## src/rtl/div_ctrl.sv

```systemverilog
// Multi-cycle restoring divide sequencer for EX: DIV/DIVU with
// {remainder, quotient} result and a pipeline stall request.
module div_ctrl (
    input  logic        clk,
    input  logic        rst,
    input  logic        signed_div_i,
    input  logic [31:0] opdata1_i,
    input  logic [31:0] opdata2_i,
    input  logic        start_i,
    input  logic        annul_i,
    output logic [63:0] result_o,
    output logic        ready_o,
    output logic        stallreq_o
);

    typedef enum logic [1:0] {FREE, BYZERO, ON, END} state_t;

    state_t      state, state_n;
    logic [5:0]  cnt, cnt_n;
    logic [63:0] pair, pair_n;
    logic [31:0] dvs, dvs_n;
    logic        neg_q, neg_q_n;
    logic        neg_r, neg_r_n;
    logic [63:0] result_n;
    logic        ready_n;

    logic [32:0] rem_sh;
    logic [32:0] diff;
    logic        ge;
    logic [63:0] step;
    logic [31:0] quot;
    logic [31:0] rem;

    // Shifted partial remainder is 33 bits wide; a set top bit always fits.
    assign rem_sh = pair[63:31];
    assign diff   = rem_sh - {1'b0, dvs};
    assign ge     = rem_sh[32] | ~diff[32];
    assign step   = {ge ? diff[31:0] : rem_sh[31:0], pair[30:0], ge};
    assign quot   = neg_q ? 32'd0 - step[31:0] : step[31:0];
    assign rem    = neg_r ? 32'd0 - step[63:32] : step[63:32];

    assign stallreq_o = start_i & ~ready_o & ~annul_i;

    always_ff @(posedge clk) begin
        if (rst) begin
            state    <= FREE;
            cnt      <= '0;
            pair     <= '0;
            dvs      <= '0;
            neg_q    <= 1'b0;
            neg_r    <= 1'b0;
            result_o <= '0;
            ready_o  <= 1'b0;
        end else begin
            state    <= state_n;
            cnt      <= cnt_n;
            pair     <= pair_n;
            dvs      <= dvs_n;
            neg_q    <= neg_q_n;
            neg_r    <= neg_r_n;
            result_o <= result_n;
            ready_o  <= ready_n;
        end
    end

    always_comb begin
        state_n  = state;
        cnt_n    = cnt;
        pair_n   = pair;
        dvs_n    = dvs;
        neg_q_n  = neg_q;
        neg_r_n  = neg_r;
        result_n = result_o;
        ready_n  = ready_o;
        if (annul_i) begin
            state_n  = FREE;
            result_n = '0;
            ready_n  = 1'b0;
        end else begin
            case (state)
                FREE: begin
                    if (start_i) begin
                        neg_r_n = signed_div_i & opdata1_i[31];
                        neg_q_n = signed_div_i & (opdata1_i[31] ^ opdata2_i[31]);
                        dvs_n   = (signed_div_i & opdata2_i[31])
                                  ? 32'd0 - opdata2_i : opdata2_i;
                        pair_n  = {32'd0, (signed_div_i & opdata1_i[31])
                                  ? 32'd0 - opdata1_i : opdata1_i};
                        cnt_n   = '0;
                        state_n = (opdata2_i == 32'd0) ? BYZERO : ON;
                    end
                end
                BYZERO: begin
                    state_n  = END;
                    result_n = '0;
                    ready_n  = 1'b1;
                end
                ON: begin
                    pair_n = step;
                    cnt_n  = cnt + 6'd1;
                    if (cnt == 6'd31) begin
                        state_n  = END;
                        result_n = {rem, quot};
                        ready_n  = 1'b1;
                    end
                end
                END: begin
                    if (!start_i) begin
                        state_n  = FREE;
                        result_n = '0;
                        ready_n  = 1'b0;
                    end
                end
                default: state_n = FREE;
            endcase
        end
    end

endmodule

```

## config.mk

```make
export PLATFORM = sky130hd
export DESIGN_NAME = div_ctrl
export DESIGN_NICKNAME = d
export VERILOG_FILES = /design/src/rtl/div_ctrl.sv
export SDC_FILE = /design/constraint.sdc
export NUM_CORES = 1
export LEC_CHECK = 0
export BUFFER_PORTS_ARGS = -buffer_cell sky130_fd_sc_hd__buf_2
export CAP_MARGIN = 20
export CORE_MARGIN = 10
export CORE_UTILIZATION = 60
export DETAILED_ROUTE_END_ITERATION = 10
export PLACE_DENSITY_LB_ADDON = 0.1
export SYNTH_ARGS = -nofsm -noshare
export SYNTH_HDL_FRONTEND = slang
export SYNTH_SLANG_ARGS = --single-unit
```

## constraint.sdc

```tcl
create_clock -name clk -period 5.4 [get_ports clk]
set_input_delay 0.54 -clock clk [delete_from_list [all_inputs] [get_ports clk]]
set_output_delay 0.54 -clock clk [all_outputs]
set_load 0.005 [all_outputs]
```

==> out/qor.csv, run 1 <==
stage,metric,value,unit
sta,"Period Utilization, post-route",84.0,%
place,PortBufs,134,
finish,synth-to-layout area growth,11.7,%
cts,CTS Root Cell,clkbuf_16,
die,Die Height,158,µm
yosys,synthesis-stage register bit count,171,
yosys,Post-synth EDFFs,0,
worst_setup_path,Setup crit end kind,flip-flop,
sta,clock skew,0.00799,ns
pwr,Power Total,0.00326,W
cts,Post-CTS Hold Buffers,0,
cts,Post-CTS Setup Inserts,0,
detailed_routing,DRT Wirelength,35000,µm
place,hpwl dp,26300,µm
cts,H-tree Lvls,4,
yosys,mapped cell area,11500,µm²
run,max cap viols,0,
cts,clk buf depth,2,
place,GPL Wtd Cong,0.987,
die,core area,18800,µm²
worst_setup_path,CP required,5.70,ns
detailed_routing,number of remaining DRC errors,0,
pwr,VDD IR max,0.000184,V
detailed_routing,DR top layer,met4,
global_route,total gr overflow,0,
yosys,yosys warns,0,
global_route,initial antenna violation count,0,
cts,Skew-Pair Late Insertion Delay,0.43,ns
detailed_routing,DR vias/cell,6.24,
worst_setup_path,CP Launch Type,flip-flop,
sta,slew margin rel.,32.0,%
finish,most frequent cells in the layout,"nand2_1 (211), nor2_1 (190), dfxtp_1 (171)",
detailed_routing,metal2 WL,14800,µm
detailed_routing,Met1 Wirelength,16100,µm
finish,share of cells above drive strength 1,13.1,%
die,total die area,25000,µm²
detailed_routing,drt first pass iters,6,
sta,setup violators final,0,
yosys,distinct cell type count after synthesis,76,
cts,"Clk pin slew, worst setup/hold paths",0.07,ns
sta,Max Transition Viols Final,0,
sta,final count of hold timing violations,0,
cts,CTS tree,yes,
finish,"most common cell after layout, fill and taps aside",nand2_1,
die,# IOs,135,
detailed_routing,via total after detailed routing,11600,
worst_setup_path,"Data arrival, critical path",4.83,ns
detailed_routing,DR WL/cell,18.8,µm
cts,CTS buffer count,17,
yosys,Post-synth top flop,dfxtp_1,
sta,Max Fclk,0.220,GHz
pwr,Leak,5.07,nW
sta,setup TNS,0,ns
die,Initial Util,61.1,%
cts,clock sinks,171,
sta,Least-Margin Pin Slew,1.02,ns
global_route,vias in the first global route,10400,
cts,post_cts resized,0,
sta,RSZ-0062 raised after global routing,no,
detailed_routing,"antenna viol nets, final",0,
yosys,Post-Syn Instances,1540,
worst_setup_path,kind of critical path,reg -> reg,
global_route,GRT Overall Usage,27.1,%
detailed_routing,metal3 WL,3400,µm
die,Die Wd,158,µm
die,num rows,50,
run_status,status,completed,
finish,Finished Layout Cells,1865,
finish,Final Net Count,1729,
place,Cells after DPL,1831,
pwr,PD cells,255,nW/µm²
yosys,Post-synth ARST share,0,%
yosys,Mapped Avg Cell Area,7.45,µm²
yosys,register area share after synthesis,29.9,%
finish,number of diodes,0,
global_route,first-pass GRT wire length,54700,µm
worst_setup_path,CP max FO,43,
yosys,post-synthesis net count,1651,
detailed_routing,initial DRC count,1204,
min_path,Hold Crit Class,in -> reg,
sta,Tmin final,4.54,ns
global_route,largest net degree at the start of global routing,106,
Yosys cell counts (14+ instances only):
cell	n	area [µm²]
a22oi_1	61	458
nand2_1	211	792
a21oi_1	94	470
nor3_1	33	165
inv_1	49	184
nand3_1	56	280
a211oi_1	31	233
o21ai_0	82	410
nor4_1	16	100
o41ai_1	14	123
a31oi_1	36	225
clkbuf_1	71	267
xnor2_1	72	631
o31ai_1	20	150
dfxtp_1	171	3420
o211ai_1	14	105
or3_1	21	131
xor2_1	60	526
ha_1	41	513
nor2_1	193	724
area by class of cell:
| type | count | area (µm²) |
|---|---|---|
| inverters | 50 | 188 |
| flip-flops and latches | 171 | 3420 |
| multi-input cells | 1226 | 7480 |
| clock inverters | 15 | 174 |
| repair buffers | 152 | 826 |
| fillers | 1643 | 5960 |
| well taps | 234 | 293 |
| clock buffers | 17 | 425 |
sequential cells by signal, indices dropped and copies added, names as in the netlist:
signal,cells
result_o,64
neg_r,1
pair,64
cnt,6
neg_q,1
dvs,32
ready_o,1
state,2
path summary, 6_finish.rpt:
| path | start | endpoint | cells past startpoint | slack (ns) |
|---|---|---|---|---|
| min | opdata1_i[0] | pair[0]$_SDFFE_PP0P_ | 3 | 0.41 |
| max reg2reg | pair[31]$_SDFFE_PP0P_ | result_o[60]$_SDFFE_PP0P_ | 17 | 0.86 |
| min reg2reg | result_o[25]$_SDFFE_PP0P_ | result_o[25]$_SDFFE_PP0P_ | 2 | 0.45 |
| max | pair[31]$_SDFFE_PP0P_ | result_o[60]$_SDFFE_PP0P_ | 17 | 0.86 |
power breakdown:
| group | internal (W) | total (W) | leakage, nW | switching, W |
|---|---|---|---|---|
| registers | 0.00130 | 0.00134 | 1.39 | 0.0000395 |
| clock network | 0.000624 | 0.00123 | 0.284 | 0.000605 |
| logic | 0.000237 | 0.000699 | 3.40 | 0.000462 |
routing by layer:
layer,GRT usage (%),vias up
met5,0,-
met4,7.54,0
met3,4.59,56
met2,39.1,532
met1,40.3,5381
li1,-,5667
cells by family (layout without fill, tap and decap cells):
| family | after synthesis | after routing | synth area share [%] |
|---|---|---|---|
| multiplexers | 12 | 12 | 1.07 |
| flip-flops | 171 | 171 | 29.9 |
| adder cells (fa/ha/maj) | 42 | 42 | 4.65 |
| XOR/XNOR | 132 | 132 | 10.1 |
| AO/OA/AOI/OAI | 423 | 423 | 24.8 |
| AND/OR/NAND/NOR | 617 | 617 | 24.6 |
| buffers and inverters | 143 | 234 | 4.98 |
worst max-delay path, cell delays in order (launching register included):
cell	delay, ns
dfxtp_1	0.38
inv_1	0.06
ha_1	0.22
fa_1	0.41
nand2b_1	0.18
a21oi_1	0.26
o22a_1	0.44
a21oi_4	0.18
o21ai_4	0.20
buf_4	0.43
nand2_1	0.09
o21ai_0	0.14
ha_1	0.33
o211a_1	0.25
nand3b_1	0.15
o41ai_2	0.41
xor2_1	0.18
o21ai_1	0.07
stage by stage:
step / utilization [%] / worst slack [ns] / cell area [µm²] / hold WS [ns]
2_1_floorplan: - / 1.04 / 11500 / 0.432
3_3_place_gp: 64.9 / 1.06 / 12200 / 0.438
3_5_place_dp: 64.9 / 0.953 / 12200 / 0.442
4_1_cts: 68.1 / 0.917 / 12800 / 0.403
5_1_grt: 68.3 / 0.560 / 12800 / 0.418
6_report: 68.3 / 0.862 / 12800 / 0.411
Note: power is estimated with default switching activity, not from simulation.
==> inputs of run 2 (changes only) <==
clock period = 4.6 ns   (was 5.4 ns; I/O delays follow)
==> out/qor.csv, run 2 (synthesis gave the netlist of run 1 again) <==
stage,metric,value,unit,change
global_route,GRT Overall Usage,28.4,%,was 27.1%
pwr,PD cells,301,nW/µm²,was 255 nW/µm²
sta,Tmin final,4.12,ns,was 4.54 ns
finish,"most common cell after layout, fill and taps aside",nand2_1,,unchanged
cts,CTS Root Cell,clkbuf_16,,unchanged
finish,number of diodes,0,,unchanged
global_route,first-pass GRT wire length,57100,µm,was 54700 µm
pwr,Power Total,0.00387,W,was 0.00326 W
pwr,Sw Pwr,0.00133,W,was 0.00111 W
cts,post_cts resized,0,,unchanged
pwr,Comb pwr share,21.8,%,was 21.4%
worst_setup_path,"Data arrival, critical path",4.40,ns,was 4.83 ns
worst_setup_path,Setup crit end kind,flip-flop,,unchanged
finish,Final Net Count,1740,,was 1729
global_route,vias in the first global route,10700,,was 10400
place,hpwl dp,27700,µm,was 26300 µm
sta,Least-Margin Pin Slew,1.14,ns,was 1.02 ns
finish,biggest regs,"pair x64, result_o x64, dvs x32",,unchanged
finish,share of cells above drive strength 1,13.7,%,was 13.1%
die,num rows,50,,unchanged
worst_setup_path,CP required,4.89,ns,was 5.70 ns
cts,clk buf depth,2,,unchanged
die,Die Wd,158,µm,unchanged
pwr,VDD IR max,0.000235,V,was 0.000184 V
cts,"Clk pin slew, worst setup/hold paths",0.07,ns,about the same
sta,WHS,0.327,ns,was 0.411 ns
detailed_routing,initial DRC count,1327,,was 1204
die,core area,18800,µm²,unchanged
die,# IOs,135,,unchanged
detailed_routing,DR WL/cell,19.4,µm,was 18.8 µm
detailed_routing,DRT Wirelength,36400,µm,was 35000 µm
cts,Skew-Pair Late Insertion Delay,0.44,ns,was 0.43 ns
worst_setup_path,CP Launch Type,flip-flop,,unchanged
die,total die area,25000,µm²,unchanged
sta,setup violators final,0,,unchanged
worst_setup_path,Crit path largest cell delay,0.40,ns,was 0.44 ns
worst_setup_path,CP max-delay cell,fa_1,,was o22a_1
place,PortBufs,134,,unchanged
place,placed cell areas,12300,µm²,was 12200 µm²
global_route,total gr overflow,0,,unchanged
detailed_routing,drt first pass iters,6,,unchanged
finish,post-route cell area,12900,µm²,was 12800 µm²
min_path,Hold Crit Class,in -> reg,,unchanged
detailed_routing,DR vias/cell,6.27,,was 6.24
sta,RSZ-0062 raised after global routing,no,,unchanged
pwr,Sw Share,34.4,%,was 33.9%
finish,synth-to-layout area growth,12.3,%,was 11.7%
sta,Max Transition Viols Final,0,,unchanged
sta,slew margin rel.,23.0,%,was 32.0%
place,GPL Wtd Cong,0.964,,was 0.987
finish,most frequent cells in the layout,"nand2_1 (211), nor2_1 (190), dfxtp_1 (171)",,unchanged
sta,final count of hold timing violations,0,,unchanged
cts,Post-CTS Setup Inserts,0,,unchanged
cts,CTS buffer count,17,,unchanged
detailed_routing,number of remaining DRC errors,0,,unchanged
detailed_routing,"antenna viol nets, final",0,,unchanged
sta,Max Fclk,0.243,GHz,was 0.220 GHz
sta,"Period Utilization, post-route",89.5,%,was 84.0%
sta,clock skew,0.0106,ns,was 0.00799 ns
worst_setup_path,crit path cell chain,"inv_1, ha_1, fa_1, nand2b_1, a21oi_1, o22a_1, a21oi_4, o21ai_4, buf_4, nand2_1, o21ai_0, ha_1, o211a_1, nand3b_1, o31a_1, xnor2_1, o21ai_0",,"was inv_1, ha_1, fa_1, nand2b_1, a21oi_1, o22a_1, a21oi_4, o21ai_4, buf_4, nand2_1, o21ai_0, ha_1, o211a_1, nand3b_1, o41ai_2, xor2_1, o21ai_1"
worst_setup_path,kind of critical path,reg -> reg,,unchanged
global_route,initial antenna violation count,0,,unchanged
pwr,clock power share,37.7,%,about the same
die,Die Height,158,µm,unchanged
run_status,status,completed,,unchanged
cts,H-tree Lvls,4,,unchanged
pwr,P_int,0.00254,W,was 0.00216 W
pwr,Seq pwr share,40.6,%,was 40.9%
die,Initial Util,61.1,%,unchanged
sta,setup TNS,0,ns,unchanged
detailed_routing,via total after detailed routing,11800,,was 11600
pwr,Leak,5.12,nW,was 5.07 nW
worst_setup_path,Worst R2R Setup Slack,0.48,ns,was 0.86 ns
global_route,largest net degree at the start of global routing,72,,was 106
cts,clock sinks,171,,unchanged
worst_setup_path,CP max FO,24,,was 43
run,max cap viols,0,,unchanged
cts,Post-CTS Hold Buffers,0,,unchanged
cts,CTS tree,yes,,unchanged
run 2: worst paths after layout:
| check | start | endpoint | depth (start not counted) |
|---|---|---|---|
| max | pair[31]$_SDFFE_PP0P_ | result_o[54]$_SDFFE_PP0P_ | 17 |
| min | opdata1_i[0] | pair[0]$_SDFFE_PP0P_ | 3 |
| max reg2reg | pair[31]$_SDFFE_PP0P_ | result_o[54]$_SDFFE_PP0P_ | 17 |
| min reg2reg | result_o[62]$_SDFFE_PP0P_ | result_o[62]$_SDFFE_PP0P_ | 2 |
run 2: per-layer routing:
layer  global-route usage, %  part of all wire [%]  vias up
li1                        -                     -     5689
met1                    42.2                    46     5495
met2                    41.1                    43      529
met3                    4.88                   9.5       44
met4                    7.01                   1.6        0
met5                       0                     0        -
run 2: stage by stage:
step,instances,util [%],worst slack (ns)
3_5_place_dp,1843,65.4,0.561
2_1_floorplan,1540,-,0.235
3_3_place_gp,1843,65.4,0.672
5_1_grt,1876,68.6,0.113
6_report,1876,68.6,0.484
4_1_cts,1875,68.6,0.541
run 2: critical path: cells and delay by family, from the launching register on:
kind / cells / cell delay [ns]
flip-flops: 1 / 0.37
buffers and inverters: 2 / 0.36
XOR/XNOR: 1 / 0.19
AO/OA/AOI/OAI: 8 / 1.68
adder cells (fa/ha/maj): 3 / 0.95
AND/OR/NAND/NOR: 3 / 0.43
run 2: final cells by class:
cell class	count	area, µm²
fillers	1678	5890
flip-flops and latches	171	3420
repair buffers	163	892
inverters	50	188
multi-input cells	1226	7480
clock inverters	15	176
well taps	234	293
clock buffers	17	425
run 2: power groups by stage:
stage	Sequential, W	Clock (W)	Combinational (W)
2_1_floorplan	0.00158	0	0.000586
3_3_place_gp	0.00160	0	0.000811
3_5_place_dp	0.00160	0	0.000817
4_1_cts	0.00157	0.00147	0.000822
5_1_grt	0.00157	0.00153	0.000918
6_report	0.00157	0.00146	0.000842
==> inputs of run 3 (changes only) <==
ABC_AREA = 1   (was unset)
==> out/qor.csv, run 3 <==
stage,metric,value,unit,change
yosys,"count leader, synth",nand2_1,,unchanged
cts,H-tree Lvls,4,,unchanged
cts,CTS buffer count,17,,unchanged
die,total die area,27200,µm²,was 25000 µm²
sta,clock skew,0.0136,ns,was 0.0106 ns
die,core area,20400,µm²,was 18800 µm²
sta,Tmin final,4.25,ns,was 4.12 ns
sta,"Period Utilization, post-route",92.4,%,was 89.5%
detailed_routing,DRT Wirelength,43900,µm,was 36400 µm
place,PortBufs,134,,unchanged
detailed_routing,DR vias/cell,5.73,,was 6.27
yosys,Post-Syn Instances,2078,,was 1540
yosys,register area share after synthesis,27.2,%,was 29.9%
yosys,"top cells by count, synth","nand2_1 (606), inv_1 (260), nor2_1 (185)",,"was nand2_1 (211), nor2_1 (193), dfxtp_1 (171)"
pwr,VDD IR max,0.000223,V,was 0.000235 V
yosys,Post-synth ARST share,0,%,unchanged
sta,setup TNS,0,ns,unchanged
finish,post-route cell area,14000,µm²,was 12900 µm²
global_route,vias in the first global route,13100,,was 10700
sta,slew margin rel.,42.2,%,was 23.0%
worst_setup_path,"Data arrival, critical path",4.63,ns,was 4.40 ns
cts,clock sinks,171,,unchanged
cts,CTS Root Cell,clkbuf_16,,unchanged
finish,Final Net Count,2286,,was 1740
worst_setup_path,Setup crit end kind,flip-flop,,unchanged
worst_setup_path,CP max-delay cell,ha_1,,was fa_1
detailed_routing,DR WL/cell,17.8,µm,was 19.4 µm
place,GPL Wtd Cong,1.04,,was 0.964
die,Die Height,165,µm,was 158 µm
detailed_routing,number of remaining DRC errors,0,,unchanged
global_route,first-pass GRT wire length,69000,µm,was 57100 µm
yosys,post-synthesis net count,2189,,was 1651
yosys,Post-synth EDFFs,0,,unchanged
sta,setup violators final,0,,unchanged
place,placed cell areas,13400,µm²,was 12300 µm²
yosys,mapped cell area,12600,µm²,was 11500 µm²
worst_setup_path,Crit path largest cell delay,0.37,ns,was 0.40 ns
sta,final count of hold timing violations,0,,unchanged
finish,"most common cell after layout, fill and taps aside",nand2_1,,unchanged
sta,RSZ-0062 raised after global routing,no,,unchanged
finish,most frequent cells in the layout,"nand2_1 (606), inv_1 (259), nor2_1 (184)",,"was nand2_1 (211), nor2_1 (190), dfxtp_1 (171)"
yosys,Synth area leader,dfxtp_1,,unchanged
sta,Least-Margin Pin Slew,0.864,ns,was 1.14 ns
detailed_routing,initial DRC count,1527,,was 1327
worst_setup_path,CP Launch Type,flip-flop,,unchanged
pwr,Leak,6.91,nW,was 5.12 nW
yosys,Post-synth top flop,dfxtp_1,,unchanged
cts,Post-CTS Setup Inserts,0,,unchanged
sta,Max Transition Viols Final,0,,unchanged
finish,fin util,68.6,%,about the same
cts,"Clk pin slew, worst setup/hold paths",0.07,ns,about the same
sta,WHS,0.304,ns,was 0.327 ns
yosys,yosys warns,0,,unchanged
detailed_routing,drt first pass iters,6,,unchanged
finish,share of cells above drive strength 1,13.3,%,was 13.7%
global_route,largest net degree at the start of global routing,67,,was 72
sta,Max Fclk,0.235,GHz,was 0.243 GHz
detailed_routing,"antenna viol nets, final",0,,unchanged
worst_setup_path,kind of critical path,reg -> reg,,unchanged
yosys,top post-synthesis cells by area,"dfxtp_1 (27%), nand2_1 (18%), inv_1 (7.8%)",,"was dfxtp_1 (30%), nand2_1 (6.9%), nor2_1 (6.3%)"
global_route,initial antenna violation count,3,,was 0
min_path,Hold Crit Class,in -> reg,,unchanged
global_route,total gr overflow,0,,unchanged
die,Initial Util,61.6,%,was 61.1%
yosys,post-synth top area share,27.2,%,was 29.9%
yosys,distinct cell type count after synthesis,54,,was 76
worst_setup_path,crit-path most repeated cell,nand2_1,,
detailed_routing,via total after detailed routing,14100,,was 11800
die,# IOs,135,,unchanged
finish,synth-to-layout area growth,11.4,%,was 12.3%
die,num rows,52,,was 50
finish,biggest regs,"pair x64, result_o x64, dvs x32",,unchanged
place,hpwl dp,33200,µm,was 27700 µm
cts,clk buf depth,2,,unchanged
run_status,status,completed,,unchanged
run,max cap viols,0,,unchanged
die,Die Wd,165,µm,was 158 µm
yosys,Mapped Avg Cell Area,6.05,µm²,was 7.45 µm²
cts,Skew-Pair Late Insertion Delay,0.44,ns,about the same
pwr,PD cells,292,nW/µm²,was 301 nW/µm²
worst_setup_path,CP required,4.98,ns,was 4.89 ns
cts,CTS tree,yes,,unchanged
worst_setup_path,CP max FO,8,,was 24
global_route,GRT Overall Usage,31.9,%,was 28.4%
yosys,synthesis-stage register bit count,171,,unchanged
-- run 3: changes by cell type in the layout (fill, tap and decap cells not counted), sizes merged, moves of 14 or more --
cell | before | now
or2 | 8 | 22
o41ai | 19 | 0
nand3 | 56 | 178
a21oi | 95 | 181
inv | 56 | 279
or3 | 21 | 0
a22oi | 61 | 0
xor2 | 60 | 36
nand2 | 212 | 642
xnor2 | 72 | 9
a211oi | 32 | 2
o31ai | 20 | 3
-- run 3: logic make-up (layout without fill, tap and decap cells) --
group | Yosys count | in the layout | synth area share [%]
xor gates and xnor gates | 45 | 45 | 3.13
AOI/OAI and AO/OA | 345 | 345 | 15.2
and+or+nand+nor | 1124 | 1124 | 39.2
adders and majority gates | 42 | 42 | 4.24
buffers and inverters | 351 | 461 | 11.0
DFF | 171 | 171 | 27.2
other | 0 | 1 | 0
-- run 3: layer usage --
layer | up-vias | GRT usage, % | part of all wire [%]
met5 | - | 0 | 0.030
met4 | 2 | 11.8 | 3.4
met3 | 98 | 5.73 | 9.4
met2 | 707 | 51.8 | 46
met1 | 6386 | 41.4 | 41
li1 | 6895 | - | -
-- run 3: worst max-delay path: cells and delay by family (launching register included) --
family	cells	cell delay, ns
compound gates	5	0.91
buf+inv	5	0.46
simple gates	16	1.94
flops	1	0.34
fa+ha+maj	2	0.53
-- run 3: area by class of cell --
class | count | area [µm²]
multi-input cells | 1556 | 7800
fillers | 1913 | 6420
flip-flops and latches | 171 | 3420
inverters | 275 | 1030
repair buffers | 154 | 833
clock buffers | 17 | 425
well taps | 270 | 338
clock inverters | 15 | 156
diodes | 1 | 2.50
-- run 3: where the power goes --
group          internal, W  switching (W)  total, W
registers          0.00153      0.0000406   0.00157
clock network     0.000769       0.000712   0.00148
logic             0.000315       0.000733   0.00105
total              0.00261        0.00149   0.00409
-- run 3: repair_timing --
action | 4_1_cts | 5_1_grt
setup endpoints to repair | 0 | 2
hold buffers | 0 | 0
resized for setup | 0 | 1
-- run 3: path summary, 6_finish.rpt --
kind                                           startpoint                        end  slack, ns  cells after the start
worst max-delay path                 dvs[17]$_SDFFE_PP0P_  result_o[30]$_SDFFE_PP0P_       0.35                     28
worst min-delay path                         opdata2_i[0]        dvs[0]$_SDFFE_PP0P_       0.30                      3
worst max register to register       dvs[17]$_SDFFE_PP0P_  result_o[30]$_SDFFE_PP0P_       0.35                     28
worst min register to register  result_o[47]$_SDFFE_PP0P_  result_o[47]$_SDFFE_PP0P_       0.46                      2
-- run 3: through the flow --
stage	setup WS, ns	power [W]	std cells
after CTS	0.394	0.00407	2457
final	0.350	0.00409	2459
after floorplan	1.12	0.00231	2078
after detailed placement	0.535	0.00261	2425
after global routing	0.0183	0.00427	2458
after global placement	0.571	0.00259	2425
